$ cat src/rtl/mmio_bridge_if.sv
// -----------------------------------------------------------------------------
// mmio_bridge_if
// Bundles every bus signal around the MMIO bridge: the core-side request and
// response channels plus the timer slot and the generic device slot.
//   master : core / peripheral side (drives requests, resp_ready and slot
//            return data; observes everything the bridge drives)
//   slave  : the bridge itself
// Signals:
//   req_valid/req_ready/req_addr/req_wr/req_wdata    request channel
//   resp_valid/resp_ready/resp_rdata/resp_error      response channel
//   tmr_cen/tmr_wr/tmr_rdata/tmr_error               timer slot
//   dev_cen/dev_wr/dev_addr/dev_wdata/dev_rdata/
//   dev_ready/dev_error                              device slot
// -----------------------------------------------------------------------------
interface mmio_bridge_if #(
  parameter int XLEN = 64
);
  logic            req_valid;
  logic            req_ready;
  logic [XLEN-1:0] req_addr;
  logic            req_wr;
  logic [XLEN-1:0] req_wdata;

  logic            resp_valid;
  logic            resp_ready;
  logic [XLEN-1:0] resp_rdata;
  logic            resp_error;

  logic            tmr_cen;
  logic            tmr_wr;
  logic [XLEN-1:0] tmr_rdata;
  logic            tmr_error;

  logic            dev_cen;
  logic            dev_wr;
  logic [XLEN-1:0] dev_addr;
  logic [XLEN-1:0] dev_wdata;
  logic [XLEN-1:0] dev_rdata;
  logic            dev_ready;
  logic            dev_error;

  modport master (
    output req_valid, req_addr, req_wr, req_wdata, resp_ready,
           tmr_rdata, tmr_error, dev_rdata, dev_ready, dev_error,
    input  req_ready, resp_valid, resp_rdata, resp_error,
           tmr_cen, tmr_wr, dev_cen, dev_wr, dev_addr, dev_wdata
  );

  modport slave (
    input  req_valid, req_addr, req_wr, req_wdata, resp_ready,
           tmr_rdata, tmr_error, dev_rdata, dev_ready, dev_error,
    output req_ready, resp_valid, resp_rdata, resp_error,
           tmr_cen, tmr_wr, dev_cen, dev_wr, dev_addr, dev_wdata
  );
endinterface

$ cat src/rtl/mmio_bridge.sv
// -----------------------------------------------------------------------------
// mmio_bridge
// Single-outstanding bridge from the load/store unit to two peripheral slots.
// A request is latched in IDLE, decoded to the timer slot (one-cycle strobe),
// the device slot (multi-cycle with ready and timeout) or a miss (fault), and
// the result is returned on a valid/ready response channel.
// Ports:
//   clk  rising-edge clock
//   rst  asynchronous active-high reset; drops any in-flight transaction
//   bus  mmio_bridge_if.slave carrying request, response, timer and device
//        signals
// -----------------------------------------------------------------------------
module mmio_bridge #(
  parameter int              XLEN     = 64,
  parameter logic [XLEN-1:0] TMR_BASE = 64'h0200_BFF8,
  parameter logic [XLEN-1:0] TMR_MASK = 64'hFFFF_FFF8,
  parameter logic [XLEN-1:0] DEV_BASE = 64'h1000_0000,
  parameter logic [XLEN-1:0] DEV_MASK = 64'hFFFF_F000,
  parameter int              TIMEOUT  = 16
) (
  input  logic          clk,
  input  logic          rst,
  mmio_bridge_if.slave  bus
);

  localparam int CW = $clog2(TIMEOUT + 1);

  typedef enum logic [1:0] {
    ST_IDLE,
    ST_ACCESS,
    ST_WAIT,
    ST_RESP
  } state_t;

  state_t          r_state;
  state_t          w_next;

  logic [XLEN-1:0] r_addr;
  logic [XLEN-1:0] r_wdata;
  logic            r_wr;
  logic            r_tmr_hit;
  logic            r_dev_hit;
  logic [XLEN-1:0] r_rdata;
  logic            r_error;
  logic [CW-1:0]   r_cnt;

  logic            w_tmr_hit;
  logic            w_dev_hit;
  logic            w_accept;
  logic            w_cap;
  logic [XLEN-1:0] w_cap_rdata;
  logic            w_cap_error;
  logic            w_cnt_clr;
  logic            w_cnt_inc;
  logic            w_dev_active;

  // Timer wins when both windows match the same address.
  assign w_tmr_hit = (bus.req_addr & TMR_MASK) == TMR_BASE;
  assign w_dev_hit = ((bus.req_addr & DEV_MASK) == DEV_BASE) && !w_tmr_hit;
  assign w_accept  = bus.req_valid && (r_state == ST_IDLE);

  // NOTE: state registers use non-blocking assignments so every flop samples
  // the pre-edge values of its neighbours, regardless of process ordering.
  always_ff @(posedge clk or posedge rst) begin
    if (rst) r_state <= ST_IDLE;
    else     r_state <= w_next;
  end

  // NOTE: every signal written here gets a default first, so no path through
  // the case statement leaves one unassigned and infers a latch.
  always_comb begin
    w_next      = r_state;
    w_cap       = 1'b0;
    w_cap_rdata = '0;
    w_cap_error = 1'b0;
    w_cnt_clr   = 1'b0;
    w_cnt_inc   = 1'b0;
    unique case (r_state)
      ST_IDLE: begin
        if (bus.req_valid) w_next = ST_ACCESS;
      end
      ST_ACCESS: begin
        if (r_tmr_hit) begin
          // Stores return zero data; the timer's error still passes through.
          w_cap       = 1'b1;
          w_cap_rdata = r_wr ? '0 : bus.tmr_rdata;
          w_cap_error = bus.tmr_error;
          w_next      = ST_RESP;
        end else if (r_dev_hit) begin
          w_cnt_clr = 1'b1;
          w_next    = ST_WAIT;
        end else begin
          w_cap       = 1'b1;
          w_cap_error = 1'b1;
          w_next      = ST_RESP;
        end
      end
      ST_WAIT: begin
        // Ready is checked first so a completion on the last allowed cycle
        // beats the timeout.
        if (bus.dev_ready) begin
          w_cap       = 1'b1;
          w_cap_rdata = r_wr ? '0 : bus.dev_rdata;
          w_cap_error = bus.dev_error;
          w_next      = ST_RESP;
        end else if (r_cnt == CW'(TIMEOUT - 1)) begin
          // This cycle's increment would reach TIMEOUT: give up.
          w_cap       = 1'b1;
          w_cap_error = 1'b1;
          w_next      = ST_RESP;
        end else begin
          w_cnt_inc = 1'b1;
        end
      end
      ST_RESP: begin
        if (bus.resp_ready) w_next = ST_IDLE;
      end
      default: w_next = ST_IDLE;
    endcase
  end

  always_ff @(posedge clk or posedge rst) begin
    if (rst) begin
      r_addr    <= '0;
      r_wdata   <= '0;
      r_wr      <= 1'b0;
      r_tmr_hit <= 1'b0;
      r_dev_hit <= 1'b0;
      r_rdata   <= '0;
      r_error   <= 1'b0;
      r_cnt     <= '0;
    end else begin
      if (w_accept) begin
        r_addr    <= bus.req_addr;
        r_wdata   <= bus.req_wdata;
        r_wr      <= bus.req_wr;
        r_tmr_hit <= w_tmr_hit;
        r_dev_hit <= w_dev_hit;
      end
      if (w_cap) begin
        r_rdata <= w_cap_rdata;
        r_error <= w_cap_error;
      end
      if (w_cnt_clr)      r_cnt <= '0;
      else if (w_cnt_inc) r_cnt <= r_cnt + CW'(1);
    end
  end

  // Outputs decode state and latches only; nothing here depends on req_*.
  assign w_dev_active = ((r_state == ST_ACCESS) && r_dev_hit) || (r_state == ST_WAIT);

  assign bus.req_ready  = (r_state == ST_IDLE);
  assign bus.resp_valid = (r_state == ST_RESP);
  assign bus.resp_rdata = r_rdata;
  assign bus.resp_error = r_error;

  assign bus.tmr_cen    = (r_state == ST_ACCESS) && r_tmr_hit;
  assign bus.tmr_wr     = (r_state == ST_ACCESS) && r_tmr_hit && r_wr;

  assign bus.dev_cen    = w_dev_active;
  assign bus.dev_wr     = w_dev_active && r_wr;
  assign bus.dev_addr   = w_dev_active ? r_addr  : '0;
  assign bus.dev_wdata  = w_dev_active ? r_wdata : '0;

endmodule

$ cat src/flat_wrapper.sv
// flat-port wrapper written by rule: the top's interface ports become plain ports
module mmio_bridge_flat 
#(
  parameter int              XLEN     = 64,
  parameter logic [XLEN-1:0] TMR_BASE = 64'h0200_BFF8,
  parameter logic [XLEN-1:0] TMR_MASK = 64'hFFFF_FFF8,
  parameter logic [XLEN-1:0] DEV_BASE = 64'h1000_0000,
  parameter logic [XLEN-1:0] DEV_MASK = 64'hFFFF_F000,
  parameter int              TIMEOUT  = 16
)
  (clk, rst, bus_req_valid, bus_req_addr, bus_req_wr, bus_req_wdata, bus_resp_ready, bus_tmr_rdata, bus_tmr_error, bus_dev_rdata, bus_dev_ready, bus_dev_error, bus_req_ready, bus_resp_valid, bus_resp_rdata, bus_resp_error, bus_tmr_cen, bus_tmr_wr, bus_dev_cen, bus_dev_wr, bus_dev_addr, bus_dev_wdata);
  mmio_bridge_if #(.XLEN(XLEN)) bus_i ();
  input  logic clk;
  input  logic rst;
  input wire logic [$bits(bus_i.req_valid)-1:0] bus_req_valid;
  input wire logic [$bits(bus_i.req_addr)-1:0] bus_req_addr;
  input wire logic [$bits(bus_i.req_wr)-1:0] bus_req_wr;
  input wire logic [$bits(bus_i.req_wdata)-1:0] bus_req_wdata;
  input wire logic [$bits(bus_i.resp_ready)-1:0] bus_resp_ready;
  input wire logic [$bits(bus_i.tmr_rdata)-1:0] bus_tmr_rdata;
  input wire logic [$bits(bus_i.tmr_error)-1:0] bus_tmr_error;
  input wire logic [$bits(bus_i.dev_rdata)-1:0] bus_dev_rdata;
  input wire logic [$bits(bus_i.dev_ready)-1:0] bus_dev_ready;
  input wire logic [$bits(bus_i.dev_error)-1:0] bus_dev_error;
  output wire logic [$bits(bus_i.req_ready)-1:0] bus_req_ready;
  output wire logic [$bits(bus_i.resp_valid)-1:0] bus_resp_valid;
  output wire logic [$bits(bus_i.resp_rdata)-1:0] bus_resp_rdata;
  output wire logic [$bits(bus_i.resp_error)-1:0] bus_resp_error;
  output wire logic [$bits(bus_i.tmr_cen)-1:0] bus_tmr_cen;
  output wire logic [$bits(bus_i.tmr_wr)-1:0] bus_tmr_wr;
  output wire logic [$bits(bus_i.dev_cen)-1:0] bus_dev_cen;
  output wire logic [$bits(bus_i.dev_wr)-1:0] bus_dev_wr;
  output wire logic [$bits(bus_i.dev_addr)-1:0] bus_dev_addr;
  output wire logic [$bits(bus_i.dev_wdata)-1:0] bus_dev_wdata;
  assign bus_i.req_valid = bus_req_valid;
  assign bus_i.req_addr = bus_req_addr;
  assign bus_i.req_wr = bus_req_wr;
  assign bus_i.req_wdata = bus_req_wdata;
  assign bus_i.resp_ready = bus_resp_ready;
  assign bus_i.tmr_rdata = bus_tmr_rdata;
  assign bus_i.tmr_error = bus_tmr_error;
  assign bus_i.dev_rdata = bus_dev_rdata;
  assign bus_i.dev_ready = bus_dev_ready;
  assign bus_i.dev_error = bus_dev_error;
  assign bus_req_ready = bus_i.req_ready;
  assign bus_resp_valid = bus_i.resp_valid;
  assign bus_resp_rdata = bus_i.resp_rdata;
  assign bus_resp_error = bus_i.resp_error;
  assign bus_tmr_cen = bus_i.tmr_cen;
  assign bus_tmr_wr = bus_i.tmr_wr;
  assign bus_dev_cen = bus_i.dev_cen;
  assign bus_dev_wr = bus_i.dev_wr;
  assign bus_dev_addr = bus_i.dev_addr;
  assign bus_dev_wdata = bus_i.dev_wdata;
  mmio_bridge #(.XLEN(XLEN), .TMR_BASE(TMR_BASE), .TMR_MASK(TMR_MASK), .DEV_BASE(DEV_BASE), .DEV_MASK(DEV_MASK), .TIMEOUT(TIMEOUT)) u_core (.clk(clk), .rst(rst), .bus(bus_i));
endmodule
$ cat config.mk
export PLATFORM = sky130hd
export DESIGN_NAME = mmio_bridge_flat
export DESIGN_NICKNAME = d
export VERILOG_FILES = /design/src/rtl/mmio_bridge_if.sv /design/src/rtl/mmio_bridge.sv /design/src/flat_wrapper.sv
export SDC_FILE = /design/constraint.sdc
export NUM_CORES = 1
export LEC_CHECK = 0
export CORE_AREA = 2 2 180 182
export CTS_BUF_LIST = sky130_fd_sc_hd__clkbuf_2
export DETAILED_ROUTE_END_ITERATION = 7
export DIE_AREA = 0 0 182 184
export DONT_BUFFER_PORTS = 1
export RECOVER_POWER = 50
export SLEW_MARGIN = 25
export SYNTH_ARGS = -nofsm -noshare
export SYNTH_HDL_FRONTEND = slang
export SYNTH_SLANG_ARGS = --single-unit
$ cat constraint.sdc
create_clock -name clk -period 6.4 [get_ports clk]
set_input_delay 0.64 -clock clk [delete_from_list [all_inputs] [get_ports clk]]
set_output_delay 0.64 -clock clk [all_outputs]
set_load 0.03 [all_outputs]
==> impl_metrics.ini, run 1 <==
[status]
status = did not finish
failed_stage = clock tree synthesis (4_1_cts)
error_message = [ERROR RSZ-0060] Max buffer count reached.

[yosys]
seq_area_frac_synth_pct = 52.1
synthesis.area_um2 = 9750
postSynthNetCount = 1045
synthDistinctLibCells = 33
yosys.area.top_type_share_pct = 52.1
synthCells = 774
ys.warnings.count = 0
synth_ff_type = dfrtp_1
ys_top_cells_by_area = dfrtp_1 52%, mux2_2 17%, and2_1 8.4%
synth_edf_count = 0
async_reset_ff_share_pct = 100
yosysTopAreaCell = dfrtp_1
ys_ff_latch = 203
synth.most_common_cell = dfrtp_1
yosys-top-cells-count = 203 x dfrtp_1, 145 x mux2_2, 131 x and2_1
synth.avg_cell_area_um2 = 12.6

[placement]
io_buffers = 0
place.gp.congestion = 0.729
place_inst = 1128
dpl.hpwl_um = 18400

[die]
pin_count = 463
initial_core_util_pct = 31.1
die_y_um = 184
row_count = 65
die_w_um = 182

[clock_network]
cts_buffers = 57
cts.sinks = 203
clk_path_buf_depth = 3
root_buffer = clkbuf_2
post-cts-setup-buffer-count = 0
ctsHtreeMaxLevel = 2
cts_resized = 0
cts_hold_buf = 247
## cell families after synthesis
group,synth area share (%)
and+or+nand+nor,12.7
DFF,52.1
muxes,24.5
AOI/OAI and AO/OA,5.80
buffers and inverters,3.72
adders and majority gates,0.898
xor gates and xnor gates,0.270
## stage by stage
step / worst slack, ps / hold WS, ps / instance area, µm²
2_1_floorplan: 221 / 470 / 9750
3_3_place_gp: 3370 / 479 / 10000
3_5_place_dp: 3320 / 485 / 10000
==> run 2, diff against run 1 <==
--- a/config.mk
+++ b/config.mk
@@ -5,11 +5,11 @@
 export SDC_FILE = /design/constraint.sdc
 export NUM_CORES = 1
 export LEC_CHECK = 0
-export CORE_AREA = 2 2 180 182
-export CTS_BUF_LIST = sky130_fd_sc_hd__clkbuf_2
+export CORE_AREA = 2 2 181 183
 export DETAILED_ROUTE_END_ITERATION = 7
-export DIE_AREA = 0 0 182 184
+export DIE_AREA = 0 0 183 185
 export DONT_BUFFER_PORTS = 1
+export PLACE_DENSITY_LB_ADDON = 0.15
 export RECOVER_POWER = 50
 export SLEW_MARGIN = 25
 export SYNTH_ARGS = -nofsm -noshare
==> constraint.sdc (replaced) <==
create_clock -name clk -period 8.3 [get_ports clk]
set_input_delay 0.83 -clock clk [delete_from_list [all_inputs] [get_ports clk]]
set_output_delay 0.83 -clock clk [all_outputs]
set_load 0.03 [all_outputs]
==> run 2 against run 1 <==
Net effect: the flow now finishes, with violations (capacitance limit, slew limit); synthesized cell count did not move; area after synthesis did not move.
==> impl_metrics.ini, run 2 <==
[die]
row_count = 66
core_area_um2 = 32000
die-area_um2 = 33900
die_w_um = 183
die_y_um = 185
initial_core_util_pct = 30.4
pin_count = 463

[cells_and_area]
nets = 1023
nFillCells = 3197
area_growth_syn_to_layout_pct = 11.2
mostFrequentLayoutCell = dfrtp_1
utilization_pct = 33.8
seq_area_um2 = 5080
multi_input_area_um2 = 4310
drive_gt1_share_pct = 32.2
final_cell_mix = 202 x dfrtp_1, 145 x mux2_2, 129 x and2_1
fin_cells = 1178

[worst_setup_path]
critPathBufInv = 2
path_class = register to register
crit_arrival_ps = 4680
end_kind = register
path_cells = inv_1, ha_1, nand2_1, buf_4, mux2_2
worstPathRequired_ps = 8700
r2r-end = u_core.r_wdata[25]$_DFFE_PP0P_
start_kind = register
rr_startpoint = u_core.r_state[0]$_DFFE_PP0P_
cpMaxStageDelayCell = nand2_1
r2r_slack_ps = 4020
cpPeakStageDelay_ps = 1780
reg2reg_depth = 5
cp_max_fo = 74
crit_family = simple AND/OR/NAND/NOR gates

[yosys]
synth.avg_cell_area_um2 = 12.6
synthesis.area_um2 = 9750
ys.warnings.count = 0
ys_top_cells_by_area = dfrtp_1 52%, mux2_2 17%, and2_1 8.4%
ys_ff_latch = 203
synth.most_common_cell = dfrtp_1
synthDistinctLibCells = 33
yosys-top-cells-count = 203 x dfrtp_1, 145 x mux2_2, 131 x and2_1
yosys.area.top_type_share_pct = 52.1
yosysTopAreaCell = dfrtp_1
synth_ff_type = dfrtp_1
seq_area_frac_synth_pct = 52.1
postSynthNetCount = 1045
async_reset_ff_share_pct = 100
synth_edf_count = 0
synthCells = 774

[timing]
report.final.slew_viol_count = 169
fin_tns_setup_ps = 0
fin_crit_sh_pct = 51.6
worst_pin_slew_ps = 4400
fin_skew_ps = 10.5
fin_ws_ps = 4020
relSlewSlack_pct = -195
post-route-min-period_ps = 4280
finalSetupViolCount = 0
hold_ws_ps = 450
finalHoldViolations = 0
rsz0062_at_grt = false
clock.fmax_ghz = 0.233

[drt]
firstDrtPassIters = 4
routed_wl_um = 26700
drc = 0
routedWlPerCell_um = 22.7
vias = 5949
viasPerCell = 5.05
postRouteAntennaNets = 0
drtIter0Drc = 180

[placement]
pre_cts_slack_ps = 5210
place.gp.congestion = 0.759
dpl.hpwl_um = 18900
io_buffers = 0
place_inst = 1133

[worst_hold_path]
whs_endpoint = u_core.r_addr[49]$_DFFE_PP0P_
hold_start = bus_req_addr[49]
hp-class = input pin to register
hold_path_depth = 1

[global_route]
grt_usage_pct = 14.9
grt_antenna_before_repair = 4
grt-ovfl-total = 0
grt_pass1_wl_um = 39000
grt_pass1_vias = 6565
grt_max_degree = 96

[clock_network]
worstSkewPairLatency_ps = 530
clk_path_buf_depth = 3
root_buffer = clkbuf_16
ctsHtreeMaxLevel = 1
cts_tree = built
clkTransAtPathRegs_ps = 60
cts.sinks = 203
cts_resized = 0
cts_hold_buf = 0
cts_buffers = 25
post-cts-setup-buffer-count = 0

[status]
status = finished, violations left
failed_checks = capacitance limit, slew limit

[flow_run]
cap_violations = 3

[pwr]
leakage_nw = 4.83
ir_worst_vdd_v = 0.000211
power_density_nw_per_um2 = 424
run 2: layout make-up:
type                       count  share of cell area, %
timing repair buffer           7                  0.600
tap                          408                   4.71
clock buffer                  32                   6.29
multi-input combinational    508                   39.8
inverter                       7                  0.254
antenna                        3                 0.0693
clock inverter                10                   1.42
sequential                   203                   46.9
run 2: worst max-delay path by stage:
stage	slack, ps	end	cells after the start	from
global placement	5150	bus_dev_wdata[63]	5	u_core.r_state[1]$_DFFE_PP0P_
floorplan	1930	u_core.bus.resp_error$_DFFE_PP0P_	1	rst
global route	3650	u_core.r_tmr_hit$_DFFE_PP0P_	7	u_core.r_state[1]$_DFFE_PP0P_
detailed placement	5210	u_core.r_wdata[18]$_DFFE_PP0P_	5	u_core.r_state[0]$_DFFE_PP0P_
finish	4020	u_core.r_wdata[25]$_DFFE_PP0P_	5	u_core.r_state[0]$_DFFE_PP0P_
CTS	4660	bus_dev_addr[45]	6	u_core.r_state[1]$_DFFE_PP0P_
run 2: logic make-up (layout without fill, tap and decap cells):
kind of cell    after synthesis  after routing  share of synthesized area (%)
fa+ha+maj                     7              7                          0.898
simple gates                227            227                           12.7
buf+inv                      63             56                           3.72
flops                       203            203                           52.1
compound gates               75             75                           5.80
mux                         196            196                           24.5
other cells                   0              3                              0
xor+xnor                      3              3                          0.270
run 2: power by group:
part           internal (mW)  switching, mW
clock                  0.698          0.426
sequential              1.41          0.442
combinational          0.671          0.944
run 2: through the flow:
stage / cell area (µm²) / total power, mW
after detailed placement: 10000 / 3.51
after global placement: 10000 / 3.43
after floorplan: 9750 / 3.23
final: 10800 / 4.59
after global routing: 10800 / 4.85
after CTS: 10900 / 4.66
run 2: routing by layer:
layer / up-vias / track usage (%) / part of all wire, %
met2: 341 / 25.8 / 48
met5: - / 0 / 0.049
met4: 2 / 3.97 / 2.4
met3: 37 / 7.59 / 12
met1: 2947 / 16.0 / 37
li1: 2622 / - / -
No activity file was read; power rests on OpenSTA's default activity.
==> patch: new RTL, settings of run 2 <==
One comparison of `r_cnt` changes from == to >=.
--- a/src/rtl/mmio_bridge.sv
+++ b/src/rtl/mmio_bridge.sv
@@ -103,7 +103,7 @@
           w_cap_rdata = r_wr ? '0 : bus.dev_rdata;
           w_cap_error = bus.dev_error;
           w_next      = ST_RESP;
-        end else if (r_cnt == CW'(TIMEOUT - 1)) begin
+        end else if (r_cnt >= CW'(TIMEOUT - 1)) begin
           // This cycle's increment would reach TIMEOUT: give up.
           w_cap       = 1'b1;
           w_cap_error = 1'b1;
Check against the original RTL: no difference found for any inputs over 4 cycles, from zero or initial values and one cycle with rst high; that may be too few to reach the edited logic, so the function may still have changed.
==> patch against run 2 <==
The run still ends with capacitance limit, slew limit left. Final area increased by 0.72%. Worst hold slack about the same. Sequential power grew 3%. Synthesized area about the same. Routed wire length fell by 1.1%. Fmax is 9.6% lower. First-iteration DRC count increased by 32%. Power up 6.6%. Sequential cell count unchanged. Worst setup slack worse by 460 ps. Utilization is 0.24 points higher. Critical endpoint is now u_core.r_wr. Largest power group unchanged.
==> patch: results (changes against run 2) <==
crit path launch rst; share of layout cells above drive strength 1 32.7% (+0.48 points); initial DRC count 237 (+32%); max cap viols 3 (unchanged); status finished, violations left; launching point of the worst reg2reg path u_core.r_cnt[0]; met1 Use GR 16.0% (-0.032 points); r2r endpoint u_core.bus.resp_rdata[49]; failing checks capacitance limit, slew limit; detailed-router iteration count before antenna repair 6 (+2); Hold Startpoint bus_req_wdata[23]; Area after DPL 10000 sq um (-0.11%); Max Slew Vio Count 204 (+21%); Worst R2R Setup Slack 3800 ps (-220 ps); post-synthesis mux area share 24.5% (-0.054 points); pre-CTS WS 5150 ps (-60.6 ps); final hold slack 450 ps (+0.361 ps); first-pass GRT wire length 38.7 mm (-0.90%); total track usage 14.7% (-0.18 points); Metal-1 WL 9.51 mm (-3.6%); register area share after synthesis 52.1% (about the same); fin crit period 4740 ps (+455 ps); initial antenna violation count 10 (+6); hold endpoint u_core.r_wdata[23]; most frequent cells after synthesis 203 x dfrtp_1, 145 x mux2_2, 131 x and2_1
[patch: cell count changes after synthesis, sizes merged, moves of 2 or more]
cell | before | now
buf | 36 | 34
a31oi | 0 | 2
nand2b | 2 | 5
o21ai | 5 | 1
nor3 | 1 | 3
nand3 | 0 | 2
clkbuf | 20 | 22
o31ai | 0 | 2
nand2 | 8 | 6
[patch: final cells by class]
| class | instances | area, sq um | share of cell area [%] |
|---|---|---|---|
| diodes | 6 | 15.0 | 0.138 |
| clock buffers | 33 | 716 | 6.56 |
| clock inverters | 12 | 164 | 1.50 |
| inverters | 6 | 23.8 | 0.218 |
| multi-input cells | 510 | 4330 | 39.7 |
| flip-flops and latches | 203 | 5080 | 46.5 |
| well taps | 408 | 510 | 4.68 |
| repair buffers | 7 | 76.3 | 0.699 |
[patch: power by group]
| part | internal, mW | total [mW] | switching (mW) |
|---|---|---|---|
| Combinational | 0.729 | 1.83 | 1.10 |
| Sequential | 1.43 | 1.90 | 0.471 |
| Clock | 0.727 | 1.16 | 0.434 |
